===== config.mk =====
export PLATFORM = sky130hd
export DESIGN_NAME = femtorv_seq_alu
export DESIGN_NICKNAME = d
export VERILOG_FILES = /design/src/rtl/femtorv_seq_alu.sv
export SDC_FILE = /design/constraint.sdc
export NUM_CORES = 1
export LEC_CHECK = 0
export ABC_AREA = 0
export BUFFER_PORTS_ARGS = -buffer_cell sky130_fd_sc_hd__buf_4
export CAP_MARGIN = 15
export CORE_ASPECT_RATIO = 1.25
export CORE_MARGIN = 4
export CORE_UTILIZATION = 35
export CTS_CLUSTER_SIZE = 12
export DETAILED_ROUTE_END_ITERATION = 10
export SYNTH_ARGS = -nofsm -noshare
export SYNTH_HDL_FRONTEND = slang
export SYNTH_SLANG_ARGS = --single-unit

===== constraint.sdc =====
create_clock -name clk_i -period 8.25 [get_ports clk_i]
set_input_delay 0.825 -clock clk_i [delete_from_list [all_inputs] [get_ports clk_i]]
set_output_delay 0.825 -clock clk_i [all_outputs]
set_load 0.01 [all_outputs]

===== src/rtl/femtorv_seq_alu.sv =====
// Sequential RISC-V ALU for shifts (coarse-stepped) and the M extension (shift-add multiply, restoring divide).
// Latency: done in cycle N+1+k after the accepting edge N; k = shamt/SHIFT_STEP + shamt%SHIFT_STEP, XLEN for mul/div, 0 for trivial cases.
// Backpressure: start is only honoured while busy_o=0 (IDLE or the done cycle); flush_i aborts, reset_i dominates everything.
// Ports: clk_i, reset_i (sync, active-high), start_i, flush_i, op_i[4:0] = {muldiv, instr[30], funct3},
//        in1_i/in2_i operands; busy_o (iterating), done_o (one-cycle result strobe), result_o (held until the next completion).
module femtorv_seq_alu #(
  parameter int XLEN          = 32,
  parameter int SHIFT_STEP    = 4,
  parameter bit ENABLE_MULDIV = 1'b1
) (
  input  logic            clk_i,
  input  logic            reset_i,
  input  logic            start_i,
  input  logic            flush_i,
  input  logic [4:0]      op_i,
  input  logic [XLEN-1:0] in1_i,
  input  logic [XLEN-1:0] in2_i,
  output logic            busy_o,
  output logic            done_o,
  output logic [XLEN-1:0] result_o
);

  localparam int SHW = $clog2(XLEN);
  localparam int CW  = $clog2(XLEN + 1);
  localparam logic [SHW-1:0] STEP_W = SHW'(SHIFT_STEP);

  typedef enum logic [1:0] {S_IDLE, S_RUN, S_FINISH} state_t;
  typedef enum logic [2:0] {K_NONE, K_SLL, K_SRL, K_SRA, K_MUL, K_DIV} kind_t;

  state_t              state_q;
  kind_t               kind_q;
  logic [CW-1:0]       cnt_q;
  logic                busy_q, done_q;
  logic [XLEN-1:0]     result_q;
  logic [XLEN-1:0]     sh_q;
  logic [SHW-1:0]      shamt_q;
  logic [2*XLEN-1:0]   mcand_q, prod_q;
  logic [XLEN-1:0]     mplier_q, prem_q, quo_q, dvsr_q;
  logic                neg_q, rneg_q, sel_q;

  // ---------------- request decode (only consumed on an accepting edge)
  kind_t           kind_in;
  logic [SHW-1:0]  shamt_in;
  logic [CW-1:0]   k_in;
  logic            a_sgn, b_sgn, a_neg, b_neg, sel_in;
  logic [XLEN-1:0] a_mag, b_mag, imm_res;

  always_comb begin
    kind_in  = K_NONE;
    shamt_in = in2_i[SHW-1:0];
    if (op_i[4]) begin
      // op[3] carries no meaning for M ops
      if (ENABLE_MULDIV) kind_in = op_i[2] ? K_DIV : K_MUL;
    end else begin
      case (op_i[3:0])
        4'b0001: kind_in = K_SLL;
        4'b0101: kind_in = K_SRL;
        4'b1101: kind_in = K_SRA;
        default: kind_in = K_NONE;
      endcase
    end

    // Mul: MULH signs both, MULHSU signs rs1 only. Div: signed unless funct3[0].
    if (kind_in == K_MUL) begin
      a_sgn  = (op_i[1:0] == 2'b01) || (op_i[1:0] == 2'b10);
      b_sgn  = (op_i[1:0] == 2'b01);
      sel_in = (op_i[1:0] != 2'b00);
    end else begin
      a_sgn  = ~op_i[0];
      b_sgn  = ~op_i[0];
      sel_in = op_i[1];
    end
    a_neg = a_sgn & in1_i[XLEN-1];
    b_neg = b_sgn & in2_i[XLEN-1];
    a_mag = a_neg ? -in1_i : in1_i;
    b_mag = b_neg ? -in2_i : in2_i;

    case (kind_in)
      K_SLL, K_SRL, K_SRA: k_in = CW'(shamt_in / STEP_W) + CW'(shamt_in % STEP_W);
      K_MUL:               k_in = CW'(XLEN);
      K_DIV:               k_in = (in2_i == '0) ? '0 : CW'(XLEN);
      default:             k_in = '0;
    endcase

    // Result for the k=0 cases: zero shift, divide by zero, invalid op.
    case (kind_in)
      K_SLL, K_SRL, K_SRA: imm_res = in1_i;
      K_DIV:               imm_res = sel_in ? in1_i : '1;
      default:             imm_res = '0;
    endcase
  end

  // ---------------- one iteration of the active datapath
  logic [SHW-1:0]    step, shamt_d;
  logic [XLEN-1:0]   sh_d, mplier_d, prem_d, quo_d, quo_f, rem_f, iter_res;
  logic [2*XLEN-1:0] mcand_d, prod_d, prod_f;
  logic [XLEN:0]     trial, diff;

  always_comb begin
    step     = (shamt_q >= STEP_W) ? STEP_W : SHW'(1);
    sh_d     = sh_q;
    shamt_d  = shamt_q;
    mcand_d  = mcand_q;
    mplier_d = mplier_q;
    prod_d   = prod_q;
    prem_d   = prem_q;
    quo_d    = quo_q;
    trial    = {prem_q, quo_q[XLEN-1]};
    diff     = trial - {1'b0, dvsr_q};
    case (kind_q)
      K_SLL: begin sh_d = sh_q << step; shamt_d = shamt_q - step; end
      K_SRL: begin sh_d = sh_q >> step; shamt_d = shamt_q - step; end
      K_SRA: begin sh_d = $unsigned($signed(sh_q) >>> step); shamt_d = shamt_q - step; end
      K_MUL: begin
        prod_d   = mplier_q[0] ? prod_q + mcand_q : prod_q;
        mcand_d  = mcand_q << 1;
        mplier_d = mplier_q >> 1;
      end
      K_DIV: begin
        // Restoring step: keep the trial subtraction only if it did not go negative.
        if (trial >= {1'b0, dvsr_q}) begin
          prem_d = diff[XLEN-1:0];
          quo_d  = {quo_q[XLEN-2:0], 1'b1};
        end else begin
          prem_d = trial[XLEN-1:0];
          quo_d  = {quo_q[XLEN-2:0], 1'b0};
        end
      end
      default: ;
    endcase

    prod_f = neg_q  ? -prod_d : prod_d;
    quo_f  = neg_q  ? -quo_d  : quo_d;
    rem_f  = rneg_q ? -prem_d : prem_d;
    case (kind_q)
      K_SLL, K_SRL, K_SRA: iter_res = sh_d;
      K_MUL:               iter_res = sel_q ? prod_f[2*XLEN-1:XLEN] : prod_f[XLEN-1:0];
      K_DIV:               iter_res = sel_q ? rem_f : quo_f;
      default:             iter_res = '0;
    endcase
  end

  // ---------------- control FSM and all state
  always_ff @(posedge clk_i) begin
    if (reset_i) begin
      state_q  <= S_IDLE;
      kind_q   <= K_NONE;
      cnt_q    <= '0;
      busy_q   <= 1'b0;
      done_q   <= 1'b0;
      result_q <= '0;
      sh_q     <= '0;
      shamt_q  <= '0;
      mcand_q  <= '0;
      mplier_q <= '0;
      prod_q   <= '0;
      prem_q   <= '0;
      quo_q    <= '0;
      dvsr_q   <= '0;
      neg_q    <= 1'b0;
      rneg_q   <= 1'b0;
      sel_q    <= 1'b0;
    end else if (flush_i) begin
      state_q <= S_IDLE;
      busy_q  <= 1'b0;
      done_q  <= 1'b0;
    end else begin
      case (state_q)
        S_RUN: begin
          sh_q     <= sh_d;
          shamt_q  <= shamt_d;
          mcand_q  <= mcand_d;
          mplier_q <= mplier_d;
          prod_q   <= prod_d;
          prem_q   <= prem_d;
          quo_q    <= quo_d;
          cnt_q    <= cnt_q - CW'(1);
          if (cnt_q == CW'(1)) begin
            state_q  <= S_FINISH;
            busy_q   <= 1'b0;
            done_q   <= 1'b1;
            result_q <= iter_res;
          end
        end
        default: begin
          // IDLE and FINISH both accept, which gives bubble-free back-to-back ops.
          state_q <= S_IDLE;
          busy_q  <= 1'b0;
          done_q  <= 1'b0;
          if (start_i) begin
            kind_q   <= kind_in;
            cnt_q    <= k_in;
            sh_q     <= in1_i;
            shamt_q  <= shamt_in;
            mcand_q  <= {{XLEN{1'b0}}, a_mag};
            mplier_q <= b_mag;
            prod_q   <= '0;
            prem_q   <= '0;
            quo_q    <= a_mag;
            dvsr_q   <= b_mag;
            neg_q    <= a_neg ^ b_neg;
            rneg_q   <= a_neg;
            sel_q    <= sel_in;
            if (k_in == '0) begin
              state_q  <= S_FINISH;
              done_q   <= 1'b1;
              result_q <= imm_res;
            end else begin
              state_q <= S_RUN;
              busy_q  <= 1'b1;
            end
          end
        end
      endcase
    end
  end

  assign busy_o   = busy_q;
  assign done_o   = done_q;
  assign result_o = result_q;

endmodule


Yosys cells after proc, flatten, opt, wreduce, memory -nomap -nowiden:

Index checks and enable logic that the tools add are counted.
Widths: inputs -> output; s select.

* input bits: 73
* memory bits (writable): 0
* memories: 0
* ROM bits: 0
* output and inout bits: 34
* bits in latches: 0
* register bits after elaboration: 341

* add/subtract/negate cells: 10
* mux-type cells: 61
* bitwise logic cells: 6
* shift operators: 3
* reduce and logical (&&, ||, !) cells: 14
* divide/modulo/power cells: 0
* magnitude comparators: 2
* multipliers: 0
* equal/unequal tests: 20

Operators by type and width (count)
* $mux 32: 23
* $mux 64: 8
* $pmux 32 s3: 2
* $neg 32->32: 4
* $add 64x64->64: 1
* $neg 64->64: 1
* $pmux 32 s2: 1
* $ge 33x32->1: 1
* $logic_not 32->1: 1
* $shl 32x3->32: 1
* $shr 32x3->32: 1
* $sshr 32x3->32: 1
* $sub 32x32->32: 1
* $mux 6: 3
* $pmux 6 s3: 1
* $mux 5: 3
* $mux 1: 13
* $eq 3x2->1 const B: 4
* $eq 3x3->1 const B: 4
* $reduce_and 3->1: 3
* $mux 2: 4
* $eq 3x1->1 const B: 2
* $eq 6x1->1 const B: 1
* $logic_not 6->1: 1
* other kinds (22): 31

Longest topological paths before layout:

Gate-level depths: netlist of the first run.

* depth in word-level cells: 10
* gate-level depth with buffers: 26
* gate-level depth less buffers: 21

Worst setup path after synthesis of the first run:

OpenSTA, ideal clock, no wires.

* kind: reg2reg
* from: reg kind_q[1]
* to: reg result_q[22], in the netlist result_o[22]
* path slack: 1.638 ns
* setup time: 0.120 ns
* stages on the path, launching flop included: 26
* buffers on the path: 12
* data required time: 8.130 ns
* arrival time: 6.493 ns
* cell sequence: dfxtp_1 nand4bb_1 buf_2 buf_2 buf_2 buf_2 buf_2 buf_2 clkbuf_1 clkbuf_1 clkbuf_1 clkbuf_1 clkbuf_1 nor2_1 a21oi_1 ha_1 nand2_1 or3_1 or3_1 or4_1 buf_2 or4_1 or3_4 or3b_1 a31oi_1 o2bb2ai_1

* longest elaborated chain between the ends: 8
* elaborated cells between the ends (all ways): 21

RTL lines
* from (decl): line 31 `kind_t kind_q;`
* from (signal assigned): line 191 `kind_q <= kind_in;`
* $eq 3x3->1: line 110, 135
* $mux 64 / $mux 32 (equally long branches): line 110 `case (kind_q)`
* $neg 64->64, or another cell as far along: line 132 `prod_f = neg_q ? -prod_d : prod_d;`
* $mux 64, or another cell as far along: line 132
* $mux 32 (on tied branches): line 137, 138
* $pmux 32 s3 (*): line 135 `case (kind_q)`
* $mux 32 (*): line 178 `if (cnt_q == CW'(1)) begin`
* $mux 32 (*): line 168 `case (state_q)`
* to (signal assigned): line 182 `result_q <= iter_res;`
* to (signal assigned): line 207 `result_q <= imm_res;`
* to (decl): line 34 `logic [XLEN-1:0] result_q;`

Mark *: on every way between the ends. The rest lies on a longest branch, timed or not. The select of a mux whose other input is x is not followed.
A chain may end at the register's enable or synchronous reset.

Worst setup path after layout of the first run:

* from: reg prod_q[0]
* to: reg result_q[29], in the netlist result_o[29]

* longest elaborated chain between the ends: 9

RTL lines
* from (decl): line 37 `logic [2*XLEN-1:0] mcand_q, prod_q;`
* from (signal assigned): line 174 `prod_q <= prod_d;`
* $add 64x64->64: line 115 `prod_d = mplier_q[0] ? prod_q + mcand_q : prod_q;`
* $mux 64: line 115
* $mux 64 (*): line 110
* $neg 64->64: line 132
* $mux 64 (*): line 132
* $mux 32 (*): line 137 `K_MUL: iter_res = sel_q ? prod_f[2*XLEN-1:XLEN] : prod_f[XLEN-1:0];`
* $pmux 32 s3 (*): line 135
* $mux 32 (*): line 178
* $mux 32 (*): line 168

Marked as above.

==> run summary, run 1 <==
Status: finished, final reports clean
Power Density: 149 nW/µm²
Pleak: 11.6 nW
Hold Path Class: flip-flop to flip-flop
Total Routing Usage GR: 26.6%
DIE HEIGHT: 324 µm
Skew final: 0.0423 ns
Initial Utilization: 35.4%
Total Wirelength: 118000 µm
Die Span X: 261 µm
Worst Path Max Fanout: 10
IO Port Bufs: 106
Post-synth top area cell: dfxtp_1
Final Setup Violations: 0
Startpoint Class: flip-flop
Via density: 6.24
Drt wl/cell: 23.5 µm
Synth top area share: 24.3%
Max Cap Viol: 0
Critical Path Source: prod_q[0]
Hold path start: shamt_q[0]
Post-CTS Setup Inserts: 0
Initial antenna violation count: 1
CTS Hold Bufs: 0
CP Class: flip-flop to flip-flop
Design area: 30900 µm²
Synthesized flop and latch total: 339
Period Utilization, post-route: 71.5%
Syn Nets: 4211
Main synth FF type: dfxtp_1
Routed Antenna Nets: 0
Layout cells sized above 1: 7.64%
Placed Area: 29500 µm²
Antenna Cells: 0
Hold slack: 0.457 ns
Library cells used by synthesis: 90
Worst skew pair latency: 0.61 ns
Die footprint: 84500 µm²
Max layer used: met4
RSZ-0062 raised after global routing: no
M1 wire length: 48300 µm
Vias in the first global route: 28623
DR WL met3: 9390 µm
CP Data Arrival Time: 6.40 ns
Element type at the critical path end: flip-flop
# clock sinks: 339
Crit path time final: 5.90 ns
Worst Max-Slew Pin Slew: 1.14 ns
Final hold viol count: 0
Io pins: 107
Global-route wire length before repair: 177000 µm
CTS tree: yes
Clock Tree Root: clkbuf_16
Congestion Overflow GR: 0
Mean Syn Cell Area: 6.95 µm²
DR DRC count: 0
PostCTS Resize Cnt: 0
Reg2reg start: prod_q[0]
Post-synth EDFFs: 0
Layout area overhead: 10.5%
Cells after Synth: 4026
Detailed placer's ending HPWL: 88300 µm
Clock buffer depth: 3
Area contributors post-synth: dfxtp_1 (24%), a21oi_1 (8.3%), nor2_1 (7.0%), nand2_1 (6.1%), o21ai_0 (5.4%)
# rows: 115
Largest net degree at the start of global routing: 86
Max_slew headroom: 23.8%
Worst Path Required: 8.75 ns
TritonRoute pass-1 iters: 6
Fillcell total: 8339
CTS Buf Count: 41
Fraction of registers with async set/reset: 0%
Clock slew at reported path FFs: 0.06 ns
Fin nets: 4118
Post-route setup TNS: 0 ns
DR WL met2: 53500 µm
Total vias in the final route: 31281
Routability congestion estimate: 1.01
H-tree depth: 2
Worst vdd rail ir drop: 0.000129 V
Sequential area share after synthesis: 24.3%
Fmax: 170 MHz
Warnings, synthesis: 0
DRT iter0 DRCs: 3426
Netlist Area Pre-Place: 28000 µm²
Core area: 79000 µm²
Slew Viols, Final: 0
-- where the power goes --
group          total, mW  internal (mW)  switching, mW
sequential          1.77           1.70         0.0726
clock               1.99           1.16          0.822
combinational      0.837          0.269          0.567
-- cell families after synthesis --
family	after synthesis	share of synthesized area (%)
muxes	34	1.25
xor gates and xnor gates	185	5.79
adders and majority gates	112	5.09
and+or+nand+nor	1496	24.7
AOI/OAI and AO/OA	1480	33.8
buffers and inverters	380	5.16
DFF	339	24.3
-- state kept, by name, summed over array words and instances (netlist names), 2 cells and up --
name and cells:
shamt_q 5, prod_q 64, sh_q 32, mcand_q 64
kind_q 3, quo_q 32, cnt_q 6, prem_q 32
dvsr_q 32, state_q 2, result_o 32, mplier_q 32
-- final timing paths --
| check | slack [ns] | endpoint | depth (start not counted) |
|---|---|---|---|
| setup / recovery | 2.35 | result_o[29] | 16 |
| hold / removal | 0.46 | shamt_q[0] | 2 |
| setup reg to reg | 2.35 | result_o[29] | 16 |
| hold reg to reg | 0.46 | shamt_q[0] | 2 |
-- cell usage after synthesis (13+ instances only) --
cell and count:
nor2_1 518, a21oi_1 462, nand2_1 452, dfxtp_1 339, o21ai_0 301, clkbuf_1 253
a211oi_1 140, a22oi_1 128, ha_1 109, xnor2_1 103, nor3_1 91, nand3_1 89
inv_1 83, xor2_1 82, nand4_1 61, o211ai_1 55, o31ai_1 52, a21o_1 49
or3_1 45, nor4_1 36, a31oi_1 33, and2_1 29, nand2b_1 29, o21a_1 29
and3_1 28, buf_1 28, mux2i_1 26, or2_2 21, or4_1 21, a221oi_1 19
o2111ai_1 18, o22ai_1 17, a311oi_1 16, and4_1 16, o41ai_1 16, o21bai_1 14
buf_2 13, nor2b_1 13
-- per-layer routing --
| metal | up-vias | global-route usage (%) |
|---|---|---|
| li1 | 14700 | - |
| met1 | 14875 | 34.3 |
| met2 | 1418 | 43.2 |
| met3 | 288 | 4.22 |
| met4 | 0 | 13.4 |
| met5 | - | 0 |
-- cell usage in the layout, fill, tap and decap left out, types with 18 or more instances in the layout --
cell type and instances:
a211oi_1 140, a21o_1 49, a21oi_1 460, a221oi_1 19, a22oi_1 128, a31oi_1 33
and2_1 29, and3_1 28, buf_4 158, clkbuf_16 43, dfxtp_1 338, ha_1 109
inv_1 83, mux2i_1 26, nand2_1 452, nand2b_1 28, nand3_1 89, nand4_1 61
nor2_1 513, nor3_1 91, nor4_1 36, o2111ai_1 18, o211ai_1 55, o21a_1 29
o21ai_0 301, o31ai_1 52, or2_2 20, or3_1 45, or4_1 21, xnor2_1 103
xor2_1 82
-- metrics by stage --
step	power, mW	utilization, %	setup slack, ns	std cells
after floorplan	2.33	-	1.64	4026
after global placement	2.62	37.3	2.80	4943
after detailed placement	2.62	37.3	2.58	4943
after CTS	4.61	39.1	2.51	5017
after global routing	4.76	39.1	1.97	5017
final	4.60	39.1	2.35	5017
-- worst max-delay path: stages, from the launching register on --
cell	delay, ns
dfxtp_1	0.38
ha_1	0.25
inv_1	0.08
fa_1	0.41
nor2b_2	0.21
o31a_1	0.21
o21ai_0	0.20
a2111oi_0	0.86
nor3_1	0.20
a211o_1	0.38
nand4b_1	0.23
or3_1	0.48
nand4b_1	0.51
nor4_1	0.73
a21oi_1	0.17
o21ba_2	0.23
a311oi_1	0.26
-- layout make-up --
class,instances,area (µm²),share of cell area [%]
clock buffer,55,1180,3.82
timing repair buffer,159,1200,3.89
multi-input combinational,3307,19900,64.2
clock inverter,19,244,0.789
sequential,339,6790,22.0
inverter,85,319,1.03
tap,1053,1320,4.26
Note: power is estimated with default switching activity, not from simulation.
==> inputs of run 2 (changes only) <==
Clock period 8.25 ns to 5.9 ns, I/O delays scaled along.
==> run summary, run 2 (synthesized netlist as in run 1, its figures left out) <==
Net Sw Frac: 31.0%
Routed Antenna Nets: 0
Worst Max-Slew Pin Slew: 1.09 ns
Vias in the first global route: 29013
Final hold viol count: 0
Clk pwr share: 44.8%
Die Span X: 261 µm
# clock sinks: 339
Layout area overhead: 12.0%
Post-route setup TNS: 0 ns
# rows: 115
PostCTS Resize Cnt: 0
Placed Area: 29800 µm²
Worst Path Required: 6.35 ns
Crit-path leading delay family: compound AO/OA/AOI/OAI gates
Routability congestion estimate: 1.04
RSZ-0062 raised after global routing: no
Reg2reg path depth: 18
DIE HEIGHT: 324 µm
CTS Buf Count: 41
Commonest non-fill, non-tap cell in the layout: nor2_1
IO Port Bufs: 106
Io pins: 107
Logic pwr share: 18.0%
CP Data Arrival Time: 5.86 ns
Reg2reg end: result_o[15]
Core area: 79000 µm²
Commonest cells after routing, fill and taps aside: nor2_1 (513), a21oi_1 (460), nand2_1 (452)
Via density: 6.29
Design area: 31300 µm²
Total Routing Usage GR: 26.8%
CP Class: flip-flop to flip-flop
R2R Setup Slk: 0.49 ns
Total Wirelength: 119000 µm
Largest regs: mcand_q x64, prod_q x64
CTS tree: yes
Post-CTS Setup Inserts: 0
Final Setup Violations: 0
CTS Hold Bufs: 0
Worst Path Max Fanout: 7
Clock Tree Root: clkbuf_16
Clock slew at reported path FFs: 0.07 ns
Hold Path Class: input port to flip-flop
Hold Path End: dvsr_q[0]
TritonRoute pass-1 iters: 9
CP cell instances: ha_1 > inv_1 > fa_1 > nor2b_2 > o31a_1 > o21ai_0 > a2111oi_0 > buf_4 > nor3_1 > a211o_1 > nand4b_1 > or3_1 > nand4b_1 > buf_4 > o31ai_1 > xnor2_1 > a221oi_1 > nor3_1
Hold path cells: 3
Die footprint: 84500 µm²
Seq pwr share: 37.3%
Fmax: 185 MHz
Cell at the slowest stage of the critical path: a2111oi_0
Fillcell total: 8242
Fin cells: 5058
Initial Utilization: 35.4%
Startpoint Class: flip-flop
Sw power: 2.05 mW
Max Cap Viol: 0
Initial antenna violation count: 1
Worst vdd rail ir drop: 0.000177 V
Congestion Overflow GR: 0
Crit path largest cell delay: 0.54 ns
Final worst setup slack: 0.492 ns
Fin nets: 4158
Slew Viols, Final: 0
Period Utilization, post-route: 91.7%
DRT iter0 DRCs: 3793
Status: finished, final reports clean
Reg2reg start: prod_q[0]
Drt wl/cell: 23.5 µm
Pleak: 11.9 nW
DR DRC count: 0
Largest net degree at the start of global routing: 87
Skew final: 0.0297 ns
Layout cells sized above 1: 8.61%
Hold path start: in2_i[0]
Antenna Cells: 0
Clock buffer depth: 3
Total vias in the final route: 31799
Power Density: 212 nW/µm²
Pre-CTS WS: 0.593 ns
Internal power: 4.57 mW
Detailed placer's ending HPWL: 88100 µm
Worst skew pair latency: 0.61 ns
Max_slew headroom: 27.4%
H-tree depth: 2
DP Cell Count: 4983
Global-route wire length before repair: 178000 µm
WP buf/inv: 3
Crit path time final: 5.41 ns
Element type at the critical path end: flip-flop
-- run 2: area by class of cell --
| type | instances | area [µm²] | area share, % |
|---|---|---|---|
| clock buffer | 55 | 1190 | 3.80 |
| clock inverter | 20 | 339 | 1.08 |
| inverter | 85 | 319 | 1.02 |
| multi-input combinational | 3307 | 19900 | 63.4 |
| sequential | 339 | 6790 | 21.7 |
| tap | 1053 | 1320 | 4.21 |
| timing repair buffer | 199 | 1500 | 4.79 |
-- run 2: worst max-delay path by stage --
stage                     cells after the start            to  startpoint  slack, ns
final                                        18  result_o[15]   prod_q[0]       0.49
after global routing                         15  result_o[30]   prod_q[7]       0.23
after detailed placement                     16  result_o[22]   prod_q[0]       0.59
after floorplan                              25  result_o[22]   kind_q[1]      0.004
after CTS                                    16  result_o[22]   prod_q[0]       0.57
after global placement                       16  result_o[22]   prod_q[0]       0.64
-- run 2: power by group through the flow --
stage / Sequential [mW] / Clock, mW / Combinational, mW
final: 2.47 / 2.97 / 1.19
after global routing: 2.48 / 3.07 / 1.29
after CTS: 2.47 / 3.00 / 1.16
after detailed placement: 2.52 / 0 / 1.15
after global placement: 2.51 / 0 / 1.15
after floorplan: 2.48 / 0 / 0.773
-- run 2: through the flow --
stage | power (mW) | hold WS [ns] | utilization (%)
floorplan | 3.25 | 0.432 | -
global placement | 3.66 | 0.442 | 37.7
detailed placement | 3.67 | 0.453 | 37.7
CTS | 6.63 | 0.271 | 39.7
global route | 6.84 | 0.289 | 39.7
finish | 6.63 | 0.299 | 39.7
-- run 2: worst reg2reg max path: cells and delay by family, from the launching register on --
| family | cells | cell delay, ns |
|---|---|---|
| DFF | 1 | 0.38 |
| and+or+nand+nor | 6 | 1.52 |
| buffers and inverters | 3 | 0.58 |
| AOI/OAI and AO/OA | 6 | 1.98 |
| xor gates and xnor gates | 1 | 0.19 |
| adders and majority gates | 2 | 0.61 |
-- run 2: layer usage --
metal | GRT usage (%) | part of all wire, %
met2 | 42.7 | 45
met3 | 4.63 | 9.0
met5 | 0 | 0
met1 | 34.4 | 40
met4 | 15.0 | 6.7
